`src/rtl/stick_pkg.sv`:
```
// Shared types and constants for the stick frame controller.
package stick_pkg;

    // Frame FSM states, in transmit order.
    typedef enum logic [2:0] {
        IDLE   = 3'd0,
        HDR    = 3'd1,
        CNT_HI = 3'd2,
        CNT_LO = 3'd3,
        DATA   = 3'd4,
        CSUM   = 3'd5
    } state_t;

    localparam logic [7:0] HDR_BYTE_DEF = 8'hA5;
    localparam int         IDX_W        = 12;

endpackage

```
`src/rtl/stick_main_core_if.sv`:
```
// Transmit byte link between the frame controller and the serial TX.
// Handshake: a byte moves on every clock edge where tx_vld and tx_rdy are
// both high. Once tx_vld is raised, tx_data is held and tx_vld stays high
// until that transfer happens; tx_rdy may change freely.
interface stick_main_core_if;
    import stick_pkg::*;

    logic [7:0] tx_data;
    logic       tx_vld;
    logic       tx_rdy;

    modport master (output tx_data, output tx_vld, input tx_rdy);
    modport slave  (input tx_data, input tx_vld, output tx_rdy);
endinterface

```
`src/rtl/stick_sync_edge.sv`:
```
// Two-flop synchronizer for an asynchronous level plus rising-edge detect.
module stick_sync_edge
    import stick_pkg::*;
(
    input  logic clk,
    input  logic rst,
    input  logic async_in,
    output logic rise
);

    logic sync1;
    logic sync2;
    logic sync3;

    // Synchronizer chain; sync3 is the one-cycle delay used for edge detect.
    always_ff @(posedge clk or posedge rst) begin
        if (rst) begin
            sync1 <= 1'b0;
            sync2 <= 1'b0;
            sync3 <= 1'b0;
        end else begin
            sync1 <= async_in;
            sync2 <= sync1;
            sync3 <= sync2;
        end
    end

    assign rise = sync2 & ~sync3;

endmodule

```
`src/rtl/stick_main_core.sv`:
```
// Frame-acquisition and transmit controller: each sync rising edge emits
// header, 16-bit frame number, FRAME_LEN samples and an XOR checksum.
module stick_main_core
    import stick_pkg::*;
#(
    parameter int         FRAME_LEN = 256,
    parameter int         TEST_MODE = 1,
    parameter logic [7:0] HDR_BYTE  = HDR_BYTE_DEF
) (
    input  logic                  sys_clk,
    input  logic                  rst_n,
    input  logic                  i_sync,
    input  logic [7:0]            i_adc_data,
    stick_main_core_if.master     tx,
    output logic                  o_busy,
    output logic [15:0]           o_frame_cnt,
    output logic                  o_sync_miss,
    output state_t                o_state
);

    localparam logic [IDX_W-1:0] LAST_IDX = IDX_W'(FRAME_LEN - 1);

    state_t           state;
    logic             rise;
    logic             xfer;
    logic [7:0]       csum;
    logic [IDX_W-1:0] idx;

    // Ramp pattern in test mode, otherwise the live ADC sample.
    function automatic logic [7:0] sample_byte(input logic [IDX_W-1:0] i,
                                               input logic [7:0] adc);
        if (TEST_MODE != 0) return i[7:0];
        return adc;
    endfunction

    stick_sync_edge u_sync (
        .clk      (sys_clk),
        .rst      (rst_n),
        .async_in (i_sync),
        .rise     (rise)
    );

    assign xfer    = tx.tx_vld & tx.tx_rdy;
    assign o_busy  = (state != IDLE);
    assign o_state = state;

    // Frame FSM: next byte, checksum and counters advance only on a transfer.
    always_ff @(posedge sys_clk or posedge rst_n) begin
        if (rst_n) begin
            state       <= IDLE;
            tx.tx_vld   <= 1'b0;
            tx.tx_data  <= 8'h00;
            o_frame_cnt <= 16'h0000;
            o_sync_miss <= 1'b0;
            csum        <= 8'h00;
            idx         <= '0;
        end else begin
            // A sync edge outside IDLE is dropped, never queued.
            o_sync_miss <= rise && (state != IDLE);
            case (state)
                IDLE: begin
                    if (rise) begin
                        state      <= HDR;
                        tx.tx_vld  <= 1'b1;
                        tx.tx_data <= HDR_BYTE;
                        csum       <= 8'h00;
                        idx        <= '0;
                    end
                end
                HDR: begin
                    if (xfer) begin
                        csum       <= csum ^ tx.tx_data;
                        tx.tx_data <= o_frame_cnt[15:8];
                        state      <= CNT_HI;
                    end
                end
                CNT_HI: begin
                    if (xfer) begin
                        csum       <= csum ^ tx.tx_data;
                        tx.tx_data <= o_frame_cnt[7:0];
                        state      <= CNT_LO;
                    end
                end
                CNT_LO: begin
                    if (xfer) begin
                        csum       <= csum ^ tx.tx_data;
                        idx        <= '0;
                        tx.tx_data <= sample_byte('0, i_adc_data);
                        state      <= DATA;
                    end
                end
                DATA: begin
                    if (xfer) begin
                        csum <= csum ^ tx.tx_data;
                        if (idx == LAST_IDX) begin
                            // Checksum covers every byte including this last sample.
                            tx.tx_data <= csum ^ tx.tx_data;
                            state      <= CSUM;
                        end else begin
                            idx        <= idx + 1'b1;
                            tx.tx_data <= sample_byte(idx + 1'b1, i_adc_data);
                        end
                    end
                end
                CSUM: begin
                    if (xfer) begin
                        tx.tx_vld   <= 1'b0;
                        tx.tx_data  <= 8'h00;
                        o_frame_cnt <= o_frame_cnt + 16'd1;
                        idx         <= '0;
                        state       <= IDLE;
                    end
                end
                default: begin
                    state     <= IDLE;
                    tx.tx_vld <= 1'b0;
                end
            endcase
        end
    end

endmodule

```
`src/flat_wrapper.sv`:
```
// flat-port wrapper written by rule: the top's interface ports become plain ports
module stick_main_core_flat import stick_pkg::*;
#(
    parameter int         FRAME_LEN = 256,
    parameter int         TEST_MODE = 1,
    parameter logic [7:0] HDR_BYTE  = HDR_BYTE_DEF
)
  (sys_clk, rst_n, i_sync, i_adc_data, o_busy, o_frame_cnt, o_sync_miss, o_state, tx_tx_data, tx_tx_vld, tx_tx_rdy);
  stick_main_core_if tx_i ();
  input  logic sys_clk;
  input  logic rst_n;
  input  logic i_sync;
  input  logic [7:0] i_adc_data;
  output logic o_busy;
  output logic [15:0] o_frame_cnt;
  output logic o_sync_miss;
  output state_t o_state;
  output wire logic [$bits(tx_i.tx_data)-1:0] tx_tx_data;
  output wire logic [$bits(tx_i.tx_vld)-1:0] tx_tx_vld;
  input wire logic [$bits(tx_i.tx_rdy)-1:0] tx_tx_rdy;
  assign tx_tx_data = tx_i.tx_data;
  assign tx_tx_vld = tx_i.tx_vld;
  assign tx_i.tx_rdy = tx_tx_rdy;
  stick_main_core #(.FRAME_LEN(FRAME_LEN), .TEST_MODE(TEST_MODE), .HDR_BYTE(HDR_BYTE)) u_core (.sys_clk(sys_clk), .rst_n(rst_n), .i_sync(i_sync), .i_adc_data(i_adc_data), .tx(tx_i), .o_busy(o_busy), .o_frame_cnt(o_frame_cnt), .o_sync_miss(o_sync_miss), .o_state(o_state));
endmodule
```
`config.mk`:
```
export PLATFORM = sky130hd
export DESIGN_NAME = stick_main_core_flat
export DESIGN_NICKNAME = d
export VERILOG_FILES = /design/src/rtl/stick_pkg.sv /design/src/rtl/stick_main_core_if.sv /design/src/rtl/stick_sync_edge.sv /design/src/rtl/stick_main_core.sv /design/src/flat_wrapper.sv
export SDC_FILE = /design/constraint.sdc
export NUM_CORES = 1
export LEC_CHECK = 0
export CAP_MARGIN = 20
export CORE_ASPECT_RATIO = 0.8
export CORE_MARGIN = 5
export CORE_UTILIZATION = 53
export DETAILED_ROUTE_END_ITERATION = 8
export PLACE_DENSITY = 0.89
export SYNTH_ARGS = -nofsm -noshare
export SYNTH_HDL_FRONTEND = slang
export SYNTH_SLANG_ARGS = --single-unit
```
`constraint.sdc`:
```
create_clock -name sys_clk -period 2.14 [get_ports sys_clk]
set_input_delay 0.214 -clock sys_clk [delete_from_list [all_inputs] [get_ports sys_clk]]
set_output_delay 0.214 -clock sys_clk [all_outputs]
set_load 0.05 [all_outputs]
```
==> reports/results.ini <==
[logic_synthesis]
seq_area_frac_synth = 0.442
ys_types = 59
synth-edff-count = 0
syn_inst = 311
ys_warn_count = 0
synthFlopType = dfrtp_1
async_flop_share = 1.00
synth_seq_cells = 52
syn-num-nets = 325
syn_area_um2 = 2940
avgSynthCellArea_um2 = 9.46

[floorplan]
design.die.area_um2 = 7150
boundaryPins = 42
core-area_um2 = 5410
die_w_um = 93.3
die_y_um = 76.7
std_cell_rows = 24
initial_core_util = 0.544

[global_route]
antenna_found_initial = 0
first_global_vias = 2515
grt_start_max_net_pins = 29
grt_pass1_wl_um = 12300
overflow = 0
grt_util_all_layers = 0.211

[worst_setup_path]
crit_chain = or4_4 -> o31ai_4 -> o22ai_1 -> a31oi_1 -> o21ai_0
slowest_delay_ns = 0.59
critPathSlowestCell = or4_4
cp.required_ns = 2.35
crit_type = flip-flop to flip-flop
crit_fanout = 8
endpoint_kind = flip-flop
critPathArrivalTime_ns = 2.24
critPathLaunchType = flip-flop

[timing]
tightest_slew_ns = 0.569
maxSlewViolCount = 0
fmax_ghz = 0.493
relSlewSlack = 0.617
setup_viol = 0
min_period_ns = 2.03
finalCritPeriodShare = 0.948
finalSetupTns_ns = 0
setup_ws_ns = 0.112
hold_viol = 0
fin_skew_ns = 0.0156
grt_setup_unrepaired = no

[final_layout]
postLayoutCellArea_um2 = 3520
final_cell_mix = dfrtp_1, nand2_1, nor2_1, o21ai_0, clkdlybuf4s50_1
layout_commonest_cell = dfrtp_1
nets = 364
syn2layout_area_growth_pct = 19.6
diodes = 0
fill_cells = 415
drive_gt1_frac = 0.123

[clock_network]
clk_pin_slew_ns = 0.10
clock-root-buffer = clkbuf_8
worst_skew_pair.late_latency_ns = 0.32
post_cts_buffers = 0
clk_path_buf_depth = 2
numCtsBuffers = 5
cts.sinks = 52
cts_tree = built
h-tree-depth = 2

[pwr]
vdd_drop_max_v = 0.000744
powerDensity_nw_per_um2 = 1280
p_leak_nw = 1.44

[status]
status = complete, no violations

[place]
place_area_um2 = 3410
gp_congestion = 0.901
pre_cts_slack_ns = -0.00557
portBuffers = 33
dp_hpwl_um = 5340

[route]
dr.pass1.iters = 5
drc = 0
num_vias = 2568
drtAntennaViolNets = 0
drt-total-wl_um = 7370
drtIter0Drc = 324
wire_per_inst_um = 17.7
via_per_inst = 6.17

[hold_path]
min_path_type = primary input to asynchronous set/reset pin

[flow_run]
drv_cap = 0

[registers in the layout, indices dropped and copies added, names as in the netlist]
| signal | flops |
|---|---|
| u_core.u_sync.sync1 | 1 |
| u_core.tx.tx_data | 8 |
| u_core.tx.tx_vld | 1 |
| u_core.o_frame_cnt | 16 |
| u_core.o_sync_miss | 1 |
| u_core.u_sync.sync2 | 1 |
| u_core.csum | 8 |
| u_core.o_state | 3 |
| u_core.u_sync.sync3 | 1 |
| u_core.idx | 12 |
[layout make-up]
| class | count | area (um2) | share of cell area |
|---|---|---|---|
| Tap cell | 65 | 81.3 | 0.0231 |
| Clock buffer | 6 | 72.6 | 0.0206 |
| Timing Repair Buffer | 49 | 480 | 0.136 |
| Multi-Input combinational cell | 238 | 1530 | 0.434 |
| Clock inverter | 2 | 38.8 | 0.0110 |
| Sequential cell | 52 | 1300 | 0.370 |
| Inverter | 4 | 15.0 | 0.00426 |
[final timing paths]
path	from	endpoint	slack [ns]	depth (start not counted)
min in group sys_clk	i_sync	u_core.u_sync.sync1	0.34	1
min reg2reg	u_core.u_sync.sync1	u_core.u_sync.sync2	0.36	0
max in group asynchronous	rst_n	u_core.tx.tx_data[1]	1.33	3
min	rst_n	u_core.o_frame_cnt[12]	0.26	2
max reg2reg	u_core.idx[8]	u_core.tx.tx_data[3]	0.11	5
max	u_core.idx[8]	u_core.tx.tx_data[3]	0.11	5
[worst max-delay path: cells and delay by family (launching register included)]
kind | cells | cell delay (ns)
AO/OA/AOI/OAI | 4 | 0.91
AND/OR/NAND/NOR | 1 | 0.59
flip-flops | 1 | 0.43
[report_power, final]
group          switching [W]  internal [W]  leakage, nW
clock network       0.000338      0.000354       0.0558
registers           0.000338       0.00121        0.684
logic                0.00141      0.000865        0.700
total                0.00209       0.00243         1.44
[synthesized netlist by cell type (all sizes together) (6+ instances only)]
library cell,n,share of area
a21oi,8,0.017
clkbuf,7,0.0089
nand3,9,0.015
nor2,30,0.038
o21a,7,0.018
o21ai,32,0.056
xnor2,13,0.039
nand4,9,0.021
nor3,9,0.015
buf,10,0.024
nand2,31,0.040
dfrtp,52,0.44
a221o,6,0.020
xor2,12,0.036
[through the flow]
stage	utilization	power [W]	instances	hold slack, ns
final	0.651	0.00452	416	0.261
after floorplan	-	0.00310	311	0.245
after detailed placement	0.631	0.00380	408	0.340
after global routing	0.651	0.00478	416	0.306
after CTS	0.651	0.00450	416	0.283
after global placement	0.631	0.00372	408	0.338
[per-layer routing]
metal | global-route usage | share of wire | vias to the layer above
met2 | 0.321 | 0.47 | 101
met3 | 0.0460 | 0.069 | 13
met1 | 0.303 | 0.45 | 1240
met4 | 0.0586 | 0.016 | 0
li1 | - | - | 1214
met5 | 0 | 0 | -
[timing repair]
action | CTS | global route
setup endpoints to repair | 0 | 1
hold buffers | 0 | 0
gates resized for setup | 0 | 1
endpoints found under the hold margin | 0 | 0
[cell families (layout without fill, tap and decap cells)]
group,count (synthesis),count (layout),share of synthesized area
simple gates,122,122,0.219
compound gates,87,87,0.211
flops,52,52,0.442
xor+xnor,25,25,0.0744
buf+inv,21,61,0.0383
fa+ha+maj,2,2,0.00850
mux,2,2,0.00723
Note: power is estimated with default switching activity, not from simulation.
